$ cat src/rtl/mem_port_arbiter_if.sv
// Bundle of both masters' request ports and the memory-side port.
// The arbiter takes the slave view; masters and memory take the master view.
interface mem_port_arbiter_if #(
    parameter int ADDR_W = 7,
    parameter int DATA_W = 16
);
    logic              req0;
    logic              req1;
    logic              we0;
    logic              we1;
    logic [ADDR_W-1:0] addr0;
    logic [ADDR_W-1:0] addr1;
    logic [DATA_W-1:0] wdata0;
    logic [DATA_W-1:0] wdata1;
    logic              ack0;
    logic              ack1;
    logic [DATA_W-1:0] rdata0;
    logic [DATA_W-1:0] rdata1;
    logic [ADDR_W-1:0] mem_addr;
    logic [DATA_W-1:0] mem_wdata;
    logic              mem_we;
    logic [DATA_W-1:0] mem_rdata;
    logic              busy;
    logic              owner;

    modport slave (
        input  req0, req1, we0, we1, addr0, addr1, wdata0, wdata1,
        input  mem_rdata,
        output ack0, ack1, rdata0, rdata1,
        output mem_addr, mem_wdata, mem_we, busy, owner
    );

    modport master (
        output req0, req1, we0, we1, addr0, addr1, wdata0, wdata1,
        output mem_rdata,
        input  ack0, ack1, rdata0, rdata1,
        input  mem_addr, mem_wdata, mem_we, busy, owner
    );
endinterface

$ cat src/rtl/mem_port_arbiter.sv
// Round-robin two-master arbiter and sequencer for a single-port data memory.
// Each access runs ISSUE, WAIT (MEM_LAT edges), ACK, then returns to IDLE.
module mem_port_arbiter #(
    parameter int ADDR_W  = 7,
    parameter int DATA_W  = 16,
    parameter int MEM_LAT = 1
) (
    input logic               clock,
    input logic               resetn,
    mem_port_arbiter_if.slave bus
);
    localparam logic [1:0] S_IDLE  = 2'd0;
    localparam logic [1:0] S_ISSUE = 2'd1;
    localparam logic [1:0] S_WAIT  = 2'd2;
    localparam logic [1:0] S_ACK   = 2'd3;

    localparam logic [2:0] LAT_M1 = 3'(MEM_LAT - 1);

    logic [1:0]        state_q, state_d;
    logic              last_q, last_d;
    logic              owner_q, owner_d;
    logic              we_q, we_d;
    logic [2:0]        cnt_q, cnt_d;
    logic              ack0_q, ack0_d;
    logic              ack1_q, ack1_d;
    logic [DATA_W-1:0] rdata0_q, rdata0_d;
    logic [DATA_W-1:0] rdata1_q, rdata1_d;
    logic [ADDR_W-1:0] maddr_q, maddr_d;
    logic [DATA_W-1:0] mwdata_q, mwdata_d;
    logic              mwe_q, mwe_d;
    logic              gnt;

    // On a tie the port that did not win last time is granted.
    assign gnt = (bus.req0 && bus.req1) ? ~last_q : bus.req1;

    // Next-state and output-register logic for the access sequence.
    always_comb begin
        state_d  = state_q;
        last_d   = last_q;
        owner_d  = owner_q;
        we_d     = we_q;
        cnt_d    = cnt_q;
        ack0_d   = 1'b0;
        ack1_d   = 1'b0;
        rdata0_d = rdata0_q;
        rdata1_d = rdata1_q;
        maddr_d  = maddr_q;
        mwdata_d = mwdata_q;
        mwe_d    = 1'b0;
        unique case (state_q)
            S_IDLE: begin
                if (bus.req0 || bus.req1) begin
                    owner_d  = gnt;
                    last_d   = gnt;
                    we_d     = gnt ? bus.we1 : bus.we0;
                    mwe_d    = gnt ? bus.we1 : bus.we0;
                    maddr_d  = gnt ? bus.addr1 : bus.addr0;
                    mwdata_d = gnt ? bus.wdata1 : bus.wdata0;
                    state_d  = S_ISSUE;
                end
            end
            S_ISSUE: begin
                cnt_d   = LAT_M1;
                state_d = S_WAIT;
            end
            S_WAIT: begin
                if (cnt_q == 3'd0) begin
                    if (!we_q) begin
                        if (owner_q) rdata1_d = bus.mem_rdata;
                        else         rdata0_d = bus.mem_rdata;
                    end
                    ack0_d  = ~owner_q;
                    ack1_d  = owner_q;
                    state_d = S_ACK;
                end else begin
                    cnt_d = cnt_q - 3'd1;
                end
            end
            S_ACK: begin
                maddr_d  = '0;
                mwdata_d = '0;
                state_d  = S_IDLE;
            end
            default: state_d = S_IDLE;
        endcase
    end

    // State registers; reset abandons any access in flight.
    always_ff @(posedge clock or negedge resetn) begin
        if (!resetn) begin
            state_q  <= S_IDLE;
            last_q   <= 1'b1;
            owner_q  <= 1'b0;
            we_q     <= 1'b0;
            cnt_q    <= 3'd0;
            ack0_q   <= 1'b0;
            ack1_q   <= 1'b0;
            rdata0_q <= '0;
            rdata1_q <= '0;
            maddr_q  <= '0;
            mwdata_q <= '0;
            mwe_q    <= 1'b0;
        end else begin
            state_q  <= state_d;
            last_q   <= last_d;
            owner_q  <= owner_d;
            we_q     <= we_d;
            cnt_q    <= cnt_d;
            ack0_q   <= ack0_d;
            ack1_q   <= ack1_d;
            rdata0_q <= rdata0_d;
            rdata1_q <= rdata1_d;
            maddr_q  <= maddr_d;
            mwdata_q <= mwdata_d;
            mwe_q    <= mwe_d;
        end
    end

    assign bus.ack0      = ack0_q;
    assign bus.ack1      = ack1_q;
    assign bus.rdata0    = rdata0_q;
    assign bus.rdata1    = rdata1_q;
    assign bus.mem_addr  = maddr_q;
    assign bus.mem_wdata = mwdata_q;
    assign bus.mem_we    = mwe_q;
    assign bus.owner     = owner_q;
    assign bus.busy      = (state_q != S_IDLE);
endmodule

$ cat src/flat_wrapper.sv
// flat-port wrapper written by rule: the top's interface ports become plain ports
module mem_port_arbiter_flat 
#(
    parameter int ADDR_W  = 7,
    parameter int DATA_W  = 16,
    parameter int MEM_LAT = 1
)
  (clock, resetn, bus_req0, bus_req1, bus_we0, bus_we1, bus_addr0, bus_addr1, bus_wdata0, bus_wdata1, bus_mem_rdata, bus_ack0, bus_ack1, bus_rdata0, bus_rdata1, bus_mem_addr, bus_mem_wdata, bus_mem_we, bus_busy, bus_owner);
  mem_port_arbiter_if #(.ADDR_W(ADDR_W), .DATA_W(DATA_W)) bus_i ();
  input logic clock;
  input logic resetn;
  input wire logic [$bits(bus_i.req0)-1:0] bus_req0;
  input wire logic [$bits(bus_i.req1)-1:0] bus_req1;
  input wire logic [$bits(bus_i.we0)-1:0] bus_we0;
  input wire logic [$bits(bus_i.we1)-1:0] bus_we1;
  input wire logic [$bits(bus_i.addr0)-1:0] bus_addr0;
  input wire logic [$bits(bus_i.addr1)-1:0] bus_addr1;
  input wire logic [$bits(bus_i.wdata0)-1:0] bus_wdata0;
  input wire logic [$bits(bus_i.wdata1)-1:0] bus_wdata1;
  input wire logic [$bits(bus_i.mem_rdata)-1:0] bus_mem_rdata;
  output wire logic [$bits(bus_i.ack0)-1:0] bus_ack0;
  output wire logic [$bits(bus_i.ack1)-1:0] bus_ack1;
  output wire logic [$bits(bus_i.rdata0)-1:0] bus_rdata0;
  output wire logic [$bits(bus_i.rdata1)-1:0] bus_rdata1;
  output wire logic [$bits(bus_i.mem_addr)-1:0] bus_mem_addr;
  output wire logic [$bits(bus_i.mem_wdata)-1:0] bus_mem_wdata;
  output wire logic [$bits(bus_i.mem_we)-1:0] bus_mem_we;
  output wire logic [$bits(bus_i.busy)-1:0] bus_busy;
  output wire logic [$bits(bus_i.owner)-1:0] bus_owner;
  assign bus_i.req0 = bus_req0;
  assign bus_i.req1 = bus_req1;
  assign bus_i.we0 = bus_we0;
  assign bus_i.we1 = bus_we1;
  assign bus_i.addr0 = bus_addr0;
  assign bus_i.addr1 = bus_addr1;
  assign bus_i.wdata0 = bus_wdata0;
  assign bus_i.wdata1 = bus_wdata1;
  assign bus_i.mem_rdata = bus_mem_rdata;
  assign bus_ack0 = bus_i.ack0;
  assign bus_ack1 = bus_i.ack1;
  assign bus_rdata0 = bus_i.rdata0;
  assign bus_rdata1 = bus_i.rdata1;
  assign bus_mem_addr = bus_i.mem_addr;
  assign bus_mem_wdata = bus_i.mem_wdata;
  assign bus_mem_we = bus_i.mem_we;
  assign bus_busy = bus_i.busy;
  assign bus_owner = bus_i.owner;
  mem_port_arbiter #(.ADDR_W(ADDR_W), .DATA_W(DATA_W), .MEM_LAT(MEM_LAT)) u_core (.clock(clock), .resetn(resetn), .bus(bus_i));
endmodule
$ cat config.mk
export PLATFORM = sky130hd
export DESIGN_NAME = mem_port_arbiter_flat
export DESIGN_NICKNAME = d
export VERILOG_FILES = /design/src/rtl/mem_port_arbiter_if.sv /design/src/rtl/mem_port_arbiter.sv /design/src/flat_wrapper.sv
export SDC_FILE = /design/constraint.sdc
export NUM_CORES = 1
export LEC_CHECK = 0
export CAP_MARGIN = 0
export CORE_ASPECT_RATIO = 1.2
export CORE_UTILIZATION = 43
export CTS_BUF_LIST = sky130_fd_sc_hd__clkbuf_8
export DETAILED_ROUTE_END_ITERATION = 8
export PLACE_DENSITY = 0.87
export SETUP_SLACK_MARGIN = 0.02
export SYNTH_ARGS = -nofsm -noshare
export SYNTH_HDL_FRONTEND = slang
export SYNTH_SLANG_ARGS = --single-unit
$ cat constraint.sdc
create_clock -name clock -period 2.3 [get_ports clock]
set_clock_uncertainty 0.2 [all_clocks]
set_input_delay 0.46 -clock clock [delete_from_list [all_inputs] [get_ports clock]]
set_output_delay 0.46 -clock clock [all_outputs]
set_load 0.1 [all_outputs]
==> impl_metrics.xml, run 1 <==
<?xml version="1.0" encoding="UTF-8"?>
<metrics>
  <group name="worst_setup_path">
    <metric name="timing.setup.critical_path_class" unit="">reg2reg</metric>
    <metric name="r2r-start" unit="">u_core.state_q[0]</metric>
    <metric name="cp.arrival" unit="ps">2140</metric>
    <metric name="worstPathRequired" unit="ps">2370</metric>
    <metric name="reg2regPathDepth" unit="">6</metric>
    <metric name="ff2ff_setup_slack" unit="ps">220</metric>
    <metric name="cp_top_family" unit="">simple AND/OR/NAND/NOR gates</metric>
    <metric name="worst_setup_path_start_kind" unit="">flop</metric>
    <metric name="critical_path.cell_chain" unit="">inv_1 &gt; ha_1 &gt; or3b_2 &gt; buf_4 &gt; a21boi_0 &gt; a221o_1</metric>
    <metric name="peak_per_stage_delay_on_the_critical_path" unit="ps">500</metric>
    <metric name="worstReg2RegEnd" unit="">u_core.bus.mem_wdata[3]</metric>
    <metric name="crit_fanout" unit="">16</metric>
    <metric name="worst_path_max_delay_cell" unit="">sky130_fd_sc_hd__or3b_2</metric>
    <metric name="cp-end-kind" unit="">flop</metric>
    <metric name="critPathLaunch" unit="">u_core.state_q[0]</metric>
    <metric name="cp_num_buf_inv" unit="">2</metric>
  </group>
  <group name="worst_hold_path">
    <metric name="hold_path.startpoint" unit="">u_core.bus.owner</metric>
    <metric name="hold_depth" unit="">1</metric>
    <metric name="hold_path_class" unit="">reg2reg</metric>
    <metric name="worst_hold_end" unit="">u_core.bus.ack0</metric>
  </group>
  <group name="drt">
    <metric name="drc" unit="">0</metric>
    <metric name="drt_pass1_iterations" unit="">4</metric>
    <metric name="num_vias" unit="">2217</metric>
    <metric name="route.antenna.remaining_nets" unit="">0</metric>
    <metric name="detail_route.iter0.violations" unit="">43</metric>
    <metric name="route.detailed.vias_per_inst" unit="">5.11</metric>
    <metric name="postRouteWirelength" unit="µm">6470</metric>
    <metric name="wire_per_inst" unit="µm">14.9</metric>
  </group>
  <group name="timing">
    <metric name="timing.final.crit_share" unit="%">90.3</metric>
    <metric name="setup_tns_after_final_layout" unit="ps">0</metric>
    <metric name="final-max-slew-violation-count" unit="">0</metric>
    <metric name="fin_crit" unit="ps">2080</metric>
    <metric name="setup_viol_count_final" unit="">0</metric>
    <metric name="max_freq" unit="MHz">481</metric>
    <metric name="hold_violations" unit="">0</metric>
    <metric name="rsz0062_at_grt" unit="">no</metric>
    <metric name="worst_pin_slew" unit="ps">552</metric>
    <metric name="slew_headroom" unit="%">63.0</metric>
  </group>
  <group name="logic_synthesis">
    <metric name="post_synth_instance_area" unit="µm²">2880</metric>
    <metric name="ys_dominant_reg_cell" unit="">sky130_fd_sc_hd__dfrtp_1</metric>
    <metric name="post_synth_inst_count" unit="">204</metric>
    <metric name="synth_area_leader_cell" unit="">sky130_fd_sc_hd__dfrtp_1</metric>
    <metric name="mappedNetlistNets" unit="">278</metric>
    <metric name="yosys.cell_count.top_type" unit="">sky130_fd_sc_hd__dfrtp_1</metric>
    <metric name="synth-edff-count" unit="">0</metric>
    <metric name="post_synthesis_sequential_element_count" unit="">66</metric>
    <metric name="seq_area_frac_synth" unit="%">57.4</metric>
    <metric name="post_synth_main_area_contributors" unit="">sky130_fd_sc_hd__dfrtp_1 56%, sky130_fd_sc_hd__mux2_2 9.0%, sky130_fd_sc_hd__a221o_1 8.0%</metric>
    <metric name="synth.top_cell.area_share" unit="%">56.4</metric>
    <metric name="postSynth.asyncResetShare" unit="%">100</metric>
    <metric name="netlist_top_cells_count" unit="">65 x sky130_fd_sc_hd__dfrtp_1, 25 x sky130_fd_sc_hd__a21boi_0, 23 x sky130_fd_sc_hd__a221o_1, 23 x sky130_fd_sc_hd__mux2_2, 10 x sky130_fd_sc_hd__mux2_4</metric>
    <metric name="ys_warn_count" unit="">0</metric>
    <metric name="ys_types" unit="">31</metric>
    <metric name="avgSynthCellArea" unit="µm²">14.1</metric>
  </group>
  <group name="die">
    <metric name="floorplan.die_area" unit="µm²">7030</metric>
    <metric name="dieHeight" unit="µm">91.7</metric>
    <metric name="initial_core_utilization" unit="%">44.7</metric>
    <metric name="pin_count" unit="">128</metric>
    <metric name="rows" unit="">32</metric>
    <metric name="core" unit="µm²">6450</metric>
    <metric name="die_w" unit="µm">76.7</metric>
  </group>
  <group name="clock_network">
    <metric name="cts_buffers" unit="">9</metric>
    <metric name="cts_tree" unit="">yes</metric>
    <metric name="clock-root-buffer" unit="">sky130_fd_sc_hd__clkbuf_8</metric>
    <metric name="insertion_delay" unit="ps">320</metric>
    <metric name="cts_max_path_buffers" unit="">2</metric>
    <metric name="cts.reportedPaths.clkPinSlew" unit="ps">70</metric>
    <metric name="cts_repair_resize_count" unit="">0</metric>
    <metric name="htree_levels" unit="">3</metric>
    <metric name="clkSinkCount" unit="">66</metric>
  </group>
  <group name="global_route">
    <metric name="grt.overflow.total" unit="">0</metric>
    <metric name="grt.total_usage" unit="%">19.7</metric>
    <metric name="grt_max_degree" unit="">24</metric>
    <metric name="grt_pass1_vias" unit="">2306</metric>
    <metric name="antenna_found_initial" unit="">0</metric>
    <metric name="grt_first_pass_wirelength" unit="µm">10700</metric>
  </group>
  <group name="place">
    <metric name="gpl.final_weighted_congestion" unit="">0.758</metric>
    <metric name="port_buffers" unit="">127</metric>
    <metric name="detailed_place_hpwl" unit="µm">4990</metric>
  </group>
  <group name="final_layout">
    <metric name="synth_to_layout_area_growth" unit="%">50.8</metric>
    <metric name="antenna-diode-count" unit="">0</metric>
    <metric name="drive_gt1_share" unit="%">38.1</metric>
    <metric name="final_nets" unit="">418</metric>
    <metric name="layout.filler_cells" unit="">469</metric>
  </group>
  <group name="run">
    <metric name="maxCapViolCount" unit="">0</metric>
  </group>
  <group name="outcome">
    <metric name="run_status" unit="">complete, no violations</metric>
  </group>
</metrics>
-- per-stage QoR --
stage	area (µm²)	std cells	util, %	worst slack (ps)	hold WS [ps]
floorplan	2880	204	-	232	-35.6
global placement	4160	417	64.5	81.6	255
detailed placement	4160	417	64.5	6.70	258
CTS	4350	434	67.4	196	276
global route	4350	434	67.4	23.8	289
finish	4350	434	67.4	222	276
-- repair_timing --
action	4_1_cts	5_1_grt
buffers inserted	0	0
hold buffers	1	0
hold endpoints to repair	18	0
-- routing by layer --
metal / routed length (µm) / GRT usage, % / up-vias / share of wire [%]
met5: 0 / 0 / - / 0
met4: 112 / 9.29 / 0 / 1.7
met3: 458 / 4.78 / 12 / 7.1
met2: 3180 / 33.7 / 104 / 49
met1: 2720 / 23.1 / 1065 / 42
li1: - / - / 1036 / -
-- cells by family after synthesis --
family,count (synthesis),synth area share (%)
DFF,66,57.4
AOI/OAI and AO/OA,56,16.4
muxes,37,15.6
buffers and inverters,19,3.78
and+or+nand+nor,19,3.95
adders and majority gates,6,2.61
xor gates and xnor gates,1,0.304
-- state kept, by name, indices dropped and copies added, names as in the netlist --
name	flops
u_core.bus.mem_wdata	16
u_core.bus.rdata0	16
u_core.bus.rdata1	16
u_core.bus.mem_addr	7
u_core.cnt_q	3
u_core.state_q	2
u_core.bus.ack0	1
u_core.bus.ack1	1
u_core.bus.mem_we	1
u_core.bus.owner	1
u_core.last_q	1
u_core.we_q	1
-- layout by cell type (no fill, tap or decap), types with 2 or more instances in the layout --
master and instances:
sky130_fd_sc_hd__nand2_1 4, sky130_fd_sc_hd__nor3_2 2, sky130_fd_sc_hd__mux2_2 23, sky130_fd_sc_hd__mux2i_1 4, sky130_fd_sc_hd__clkinv_2 2, sky130_fd_sc_hd__nor2_1 5
sky130_fd_sc_hd__mux2_4 10, sky130_fd_sc_hd__a21boi_0 25, sky130_fd_sc_hd__inv_1 7, sky130_fd_sc_hd__ha_1 6, sky130_fd_sc_hd__buf_12 2, sky130_fd_sc_hd__buf_4 71
sky130_fd_sc_hd__o21ai_0 3, sky130_fd_sc_hd__nand2b_1 2, sky130_fd_sc_hd__clkdlybuf4s50_1 66, sky130_fd_sc_hd__clkbuf_8 10, sky130_fd_sc_hd__a221o_1 23, sky130_fd_sc_hd__dfrtp_1 64
sky130_fd_sc_hd__clkinvlp_4 2, sky130_fd_sc_hd__clkinv_4 2
-- layout make-up --
cell class / instances / area [µm²] / share of cell area [%]
Clock buffer: 10 / 138 / 3.17
Multi-Input combinational cell: 119 / 1130 / 26.0
Timing Repair Buffer: 141 / 1250 / 28.7
Tap cell: 85 / 106 / 2.45
Inverter: 7 / 26.3 / 0.605
Sequential cell: 66 / 1650 / 38.1
Clock inverter: 6 / 42.5 / 0.979
-- worst max path at each step --
stage	endpoint	slack [ps]	depth (start not counted)
after floorplan	u_core.bus.rdata1[10]	230	5
after global placement	u_core.bus.mem_addr[5]	80	5
after detailed placement	u_core.bus.mem_addr[0]	7	5
after CTS	u_core.bus.mem_wdata[4]	200	6
after global routing	u_core.bus.mem_wdata[11]	20	6
final	u_core.bus.mem_wdata[3]	220	6
-- worst reg2reg max path: cells and delay by family, from the launching register on --
kind	cells	cell delay, ps
adder cells (fa/ha/maj)	1	270
buffers and inverters	2	300
AO/OA/AOI/OAI	2	340
AND/OR/NAND/NOR	1	500
flip-flops	1	420
Power of run 1 is not shown: default switching activity piles up to over one toggle a cycle in this logic, so the estimate is an artifact.
==> run 2: changes to the inputs <==
--- a/config.mk
+++ b/config.mk
@@ -7,10 +7,10 @@
 export LEC_CHECK = 0
 export CAP_MARGIN = 0
 export CORE_ASPECT_RATIO = 1.2
-export CORE_UTILIZATION = 43
-export CTS_BUF_LIST = sky130_fd_sc_hd__clkbuf_8
+export CORE_UTILIZATION = 42
+export CTS_BUF_LIST = sky130_fd_sc_hd__clkbuf_16
 export DETAILED_ROUTE_END_ITERATION = 8
-export PLACE_DENSITY = 0.87
+export PLACE_DENSITY = 0.85
 export SETUP_SLACK_MARGIN = 0.02
 export SYNTH_ARGS = -nofsm -noshare
 export SYNTH_HDL_FRONTEND = slang
==> impl_metrics.xml, run 2 (synthesis gave the netlist of run 1 again) <==
<?xml version="1.0" encoding="UTF-8"?>
<metrics>
  <group name="clock_network">
    <metric name="cts.reportedPaths.clkPinSlew" unit="ps">60</metric>
    <metric name="cts_max_path_buffers" unit="">2</metric>
    <metric name="insertion_delay" unit="ps">320</metric>
    <metric name="cts_repair_resize_count" unit="">0</metric>
    <metric name="clkSinkCount" unit="">66</metric>
    <metric name="cts_tree" unit="">yes</metric>
    <metric name="cts_buffers" unit="">9</metric>
    <metric name="htree_levels" unit="">3</metric>
    <metric name="clock-root-buffer" unit="">sky130_fd_sc_hd__clkbuf_16</metric>
    <metric name="cts.repair_timing.setup_buffer_count" unit="">0</metric>
    <metric name="holdBufCountCts" unit="">1</metric>
  </group>
  <group name="die">
    <metric name="dieHeight" unit="µm">92.7</metric>
    <metric name="initial_core_utilization" unit="%">44.2</metric>
    <metric name="floorplan.die_area" unit="µm²">7200</metric>
    <metric name="die_w" unit="µm">77.6</metric>
    <metric name="pin_count" unit="">128</metric>
    <metric name="rows" unit="">32</metric>
    <metric name="core" unit="µm²">6530</metric>
  </group>
  <group name="worst_setup_path">
    <metric name="cp-end-kind" unit="">flop</metric>
    <metric name="crit_fanout" unit="">13</metric>
    <metric name="peak_per_stage_delay_on_the_critical_path" unit="ps">500</metric>
    <metric name="critPathLaunch" unit="">u_core.state_q[1]</metric>
    <metric name="cp.arrival" unit="ps">2190</metric>
    <metric name="ff2ff_setup_slack" unit="ps">170</metric>
    <metric name="worst_path_max_delay_cell" unit="">sky130_fd_sc_hd__or3b_2</metric>
    <metric name="worstReg2RegEnd" unit="">u_core.bus.mem_addr[2]</metric>
    <metric name="worstPathRequired" unit="ps">2360</metric>
    <metric name="worst_setup_path_start_kind" unit="">flop</metric>
    <metric name="critPathCapture" unit="">u_core.bus.mem_addr[2]</metric>
    <metric name="reg2regPathDepth" unit="">6</metric>
    <metric name="critical_path.cell_chain" unit="">inv_1 &gt; ha_1 &gt; or3b_2 &gt; buf_4 &gt; a21boi_0 &gt; a221o_1</metric>
    <metric name="r2r-start" unit="">u_core.state_q[1]</metric>
    <metric name="timing.setup.critical_path_class" unit="">reg2reg</metric>
  </group>
  <group name="timing">
    <metric name="setup_viol_count_final" unit="">0</metric>
    <metric name="timing.final.crit_share" unit="%">92.5</metric>
    <metric name="setup_tns_after_final_layout" unit="ps">0</metric>
    <metric name="final-max-slew-violation-count" unit="">0</metric>
    <metric name="rsz0062_at_grt" unit="">no</metric>
    <metric name="hold_violations" unit="">0</metric>
    <metric name="max_freq" unit="MHz">470</metric>
    <metric name="fin_crit" unit="ps">2130</metric>
    <metric name="slew_headroom" unit="%">73.2</metric>
    <metric name="post-route-worst-setup-slack" unit="ps">172</metric>
    <metric name="worst_pin_slew" unit="ps">402</metric>
  </group>
  <group name="place">
    <metric name="gpl.final_weighted_congestion" unit="">0.748</metric>
    <metric name="preCtsSetupSlack" unit="ps">6.46</metric>
    <metric name="port_buffers" unit="">127</metric>
    <metric name="detailed_place_hpwl" unit="µm">5400</metric>
  </group>
  <group name="global_route">
    <metric name="grt.total_usage" unit="%">22.0</metric>
    <metric name="grt_met3_use" unit="%">6.60</metric>
    <metric name="met2_usage" unit="%">36.4</metric>
    <metric name="top_usage_layer" unit="">met2</metric>
    <metric name="grt_max_degree" unit="">40</metric>
    <metric name="grt_util_met1" unit="%">26.3</metric>
    <metric name="grt.overflow.total" unit="">0</metric>
    <metric name="grt_pass1_vias" unit="">2307</metric>
    <metric name="antenna_found_initial" unit="">0</metric>
    <metric name="grt_first_pass_wirelength" unit="µm">11900</metric>
  </group>
  <group name="drt">
    <metric name="drc" unit="">0</metric>
    <metric name="num_vias" unit="">2253</metric>
    <metric name="detail_route.iter0.violations" unit="">98</metric>
    <metric name="route.antenna.remaining_nets" unit="">0</metric>
    <metric name="route.detailed.vias_per_inst" unit="">5.22</metric>
    <metric name="drt_pass1_iterations" unit="">4</metric>
    <metric name="postRouteWirelength" unit="µm">7430</metric>
    <metric name="wire_per_inst" unit="µm">17.2</metric>
  </group>
  <group name="outcome">
    <metric name="run_status" unit="">complete, no violations</metric>
  </group>
  <group name="worst_hold_path">
    <metric name="hold_path_class" unit="">reg2reg</metric>
  </group>
  <group name="final_layout">
    <metric name="layout.cells.most_common" unit="">sky130_fd_sc_hd__buf_4</metric>
    <metric name="postLayoutCoreUtil" unit="%">68.7</metric>
    <metric name="antenna-diode-count" unit="">0</metric>
    <metric name="layout.cells.most_common_list" unit="">67 x sky130_fd_sc_hd__buf_4, 66 x sky130_fd_sc_hd__clkdlybuf4s50_1, 64 x sky130_fd_sc_hd__dfrtp_1</metric>
    <metric name="drive_gt1_share" unit="%">37.2</metric>
    <metric name="seq_area" unit="µm²">1650</metric>
    <metric name="synth_to_layout_area_growth" unit="%">55.7</metric>
    <metric name="multi_input_area" unit="µm²">1130</metric>
    <metric name="final_nets" unit="">416</metric>
    <metric name="layout.filler_cells" unit="">455</metric>
  </group>
  <group name="run">
    <metric name="maxCapViolCount" unit="">0</metric>
  </group>
</metrics>
-- run 2: metal layers --
metal | vias up | wire length (µm) | part of all wire [%]
met4 | 0 | 126 | 1.7
li1 | 1046 | - | -
met1 | 1103 | 3050 | 41
met5 | - | 0 | 0
met2 | 95 | 3720 | 50
met3 | 9 | 528 | 7.1
-- run 2: area by class of cell --
cell class | count | share of cell area [%]
inverter | 7 | 0.586
sequential | 66 | 36.9
clock buffer | 9 | 5.02
multi-input combinational | 119 | 25.2
timing repair buffer | 139 | 28.1
tap | 85 | 2.37
clock inverter | 7 | 1.90
-- run 2: per-stage QoR --
step                instances  area [µm²]  hold slack, ps
CTS                       432        4490             268
global placement          415        4170             126
floorplan                 204        2880           -35.6
finish                    432        4490             268
detailed placement        415        4170             130
global route              432        4490             292
-- run 2: how the worst min path moves through the flow --
stage / start / end / slack, ps / depth (start not counted)
floorplan: resetn / u_core.bus.ack0 / -40 / 0
global placement: resetn / u_core.bus.rdata1[6] / 130 / 1
detailed placement: resetn / u_core.bus.rdata1[5] / 130 / 1
CTS: u_core.bus.owner / u_core.bus.ack0 / 270 / 1
global route: u_core.bus.owner / u_core.bus.ack0 / 290 / 1
finish: u_core.bus.owner / u_core.bus.ack0 / 270 / 1
-- run 2: critical path, delay by kind of cell (launching register included) --
family                   cells  cell delay (ps)
adder cells (fa/ha/maj)      1              260
flip-flops                   1              420
buffers and inverters        2              300
AND/OR/NAND/NOR              1              500
AO/OA/AOI/OAI                2              390
Power of run 2 is left out for the same reason.
==> run 3: changes to the inputs <==
==> constraint.sdc (replaced) <==
create_clock -name clock -period 2.05 [get_ports clock]
set_clock_uncertainty 0.2 [all_clocks]
set_input_delay 0.41 -clock clock [delete_from_list [all_inputs] [get_ports clock]]
set_output_delay 0.41 -clock clock [all_outputs]
set_load 0.1 [all_outputs]
==> impl_metrics.xml, run 3 (synthesis gave the netlist of run 1 again) <==
<?xml version="1.0" encoding="UTF-8"?>
<metrics>
  <group name="place">
    <metric name="gpl.final_weighted_congestion" unit="">0.753</metric>
    <metric name="detailed_place_hpwl" unit="µm">6220</metric>
    <metric name="port_buffers" unit="">127</metric>
    <metric name="placedInstanceArea" unit="µm²">4950</metric>
    <metric name="preCtsSetupSlack" unit="ps">-199</metric>
  </group>
  <group name="drt">
    <metric name="drc" unit="">0</metric>
    <metric name="route.detailed.vias_per_inst" unit="">5.30</metric>
    <metric name="num_vias" unit="">2321</metric>
    <metric name="postRouteWirelength" unit="µm">8660</metric>
    <metric name="drt_pass1_iterations" unit="">4</metric>
    <metric name="route.antenna.remaining_nets" unit="">0</metric>
    <metric name="wire_per_inst" unit="µm">19.8</metric>
    <metric name="detail_route.iter0.violations" unit="">94</metric>
  </group>
  <group name="global_route">
    <metric name="met2_usage" unit="%">44.9</metric>
    <metric name="grt_max_degree" unit="">61</metric>
    <metric name="grt.overflow.total" unit="">0</metric>
    <metric name="top_usage_layer" unit="">met2</metric>
    <metric name="grt_met3_use" unit="%">9.85</metric>
    <metric name="grt_pass1_vias" unit="">2499</metric>
    <metric name="grt_util_met1" unit="%">28.3</metric>
    <metric name="grt_first_pass_wirelength" unit="µm">13600</metric>
    <metric name="antenna_found_initial" unit="">0</metric>
    <metric name="grt.total_usage" unit="%">25.8</metric>
  </group>
  <group name="final_layout">
    <metric name="layout.cells.most_common_list" unit="">66 x sky130_fd_sc_hd__clkdlybuf4s50_1, 65 x sky130_fd_sc_hd__buf_12, 64 x sky130_fd_sc_hd__dfrtp_1</metric>
    <metric name="drive_gt1_share" unit="%">39.1</metric>
    <metric name="final_nets" unit="">422</metric>
    <metric name="layout.filler_cells" unit="">338</metric>
    <metric name="antenna-diode-count" unit="">0</metric>
    <metric name="synth_to_layout_area_growth" unit="%">84.6</metric>
    <metric name="design_area" unit="µm²">5320</metric>
    <metric name="layout.cells.most_common" unit="">sky130_fd_sc_hd__clkdlybuf4s50_1</metric>
  </group>
  <group name="outcome">
    <metric name="run_status" unit="">complete, no violations</metric>
  </group>
  <group name="worst_setup_path">
    <metric name="critPathLaunch" unit="">u_core.state_q[1]</metric>
    <metric name="cp-end-kind" unit="">output pin</metric>
    <metric name="r2r-start" unit="">u_core.state_q[0]</metric>
    <metric name="timing.setup.critical_path_class" unit="">reg2out</metric>
    <metric name="worstPathRequired" unit="ps">1440</metric>
    <metric name="cp.arrival" unit="ps">1430</metric>
    <metric name="worst_setup_path_start_kind" unit="">flop</metric>
    <metric name="crit_fanout" unit="">4</metric>
  </group>
  <group name="timing">
    <metric name="max_freq" unit="MHz">491</metric>
    <metric name="final-max-slew-violation-count" unit="">0</metric>
    <metric name="post-route-worst-setup-slack" unit="ps">13.8</metric>
    <metric name="setup_viol_count_final" unit="">0</metric>
    <metric name="worst_pin_slew" unit="ps">402</metric>
    <metric name="slew_headroom" unit="%">73.1</metric>
    <metric name="fin_crit" unit="ps">2040</metric>
    <metric name="hold_violations" unit="">0</metric>
    <metric name="rsz0062_at_grt" unit="">yes</metric>
    <metric name="timing.final.crit_share" unit="%">99.3</metric>
  </group>
  <group name="die">
    <metric name="die_w" unit="µm">77.6</metric>
    <metric name="pin_count" unit="">128</metric>
    <metric name="initial_core_utilization" unit="%">44.2</metric>
    <metric name="core" unit="µm²">6530</metric>
    <metric name="floorplan.die_area" unit="µm²">7200</metric>
    <metric name="rows" unit="">32</metric>
    <metric name="dieHeight" unit="µm">92.7</metric>
  </group>
  <group name="clock_network">
    <metric name="cts_buffers" unit="">9</metric>
    <metric name="clock-root-buffer" unit="">sky130_fd_sc_hd__clkbuf_16</metric>
    <metric name="cts_max_path_buffers" unit="">2</metric>
    <metric name="cts.reportedPaths.clkPinSlew" unit="ps">50</metric>
    <metric name="cts_tree" unit="">yes</metric>
    <metric name="clkSinkCount" unit="">66</metric>
    <metric name="htree_levels" unit="">3</metric>
    <metric name="insertion_delay" unit="ps">320</metric>
  </group>
  <group name="run">
    <metric name="maxCapViolCount" unit="">0</metric>
  </group>
  <group name="worst_hold_path">
    <metric name="hold_path_class" unit="">in2async</metric>
  </group>
</metrics>
run 3: metrics by stage:
step	hold slack (ps)	instances	TNS [ps]	util [%]
floorplan	-85.6	204	-6.25	-
global placement	57.1	418	-2500	75.9
detailed placement	61.5	418	-3250	75.9
CTS	248	437	0	81.1
global route	267	438	-29.1	81.5
finish	275	438	0	81.5
run 3: final timing paths:
kind | to | depth (start not counted) | slack (ps)
max | bus_busy | 5 | 10
min | u_core.bus.rdata1[5] | 2 | 270
max reg2reg | u_core.bus.rdata1[9] | 6 | 30
min reg2reg | u_core.cnt_q[1] | 1 | 320
max in group asynchronous | u_core.last_q | 3 | 790
min in group clock | u_core.cnt_q[1] | 1 | 320
run 3: timing repair:
item | CTS | global route
resized for setup | 3 | 10
gates cloned | 0 | 0
endpoints found under the setup margin | 12 | 32
hold buffers | 1 | 0
hold endpoints to repair | 6 | 0
buffers inserted | 2 | 1
run 3: layout make-up:
class,count,area (µm²),share of cell area [%]
multi-input cells,119,1150,21.7
repair buffers,145,2070,38.9
clock buffers,9,225,4.23
clock inverters,7,86.3,1.62
flip-flops and latches,66,1660,31.1
well taps,85,106,2.00
inverters,7,26.3,0.494
run 3: per-layer routing:
layer | up-vias | part of all wire [%]
met5 | - | 0
met4 | 0 | 2.1
met3 | 12 | 6.8
met2 | 113 | 53
met1 | 1141 | 38
li1 | 1055 | -
run 3: worst max-delay path: stages, from the launching register on:
cell and delay, ps:
sky130_fd_sc_hd__dfrtp_1 410, sky130_fd_sc_hd__inv_1 100, sky130_fd_sc_hd__ha_2 190, sky130_fd_sc_hd__buf_4 140, sky130_fd_sc_hd__inv_1 80, sky130_fd_sc_hd__buf_12 180
Power of run 3 is left out for the same reason.
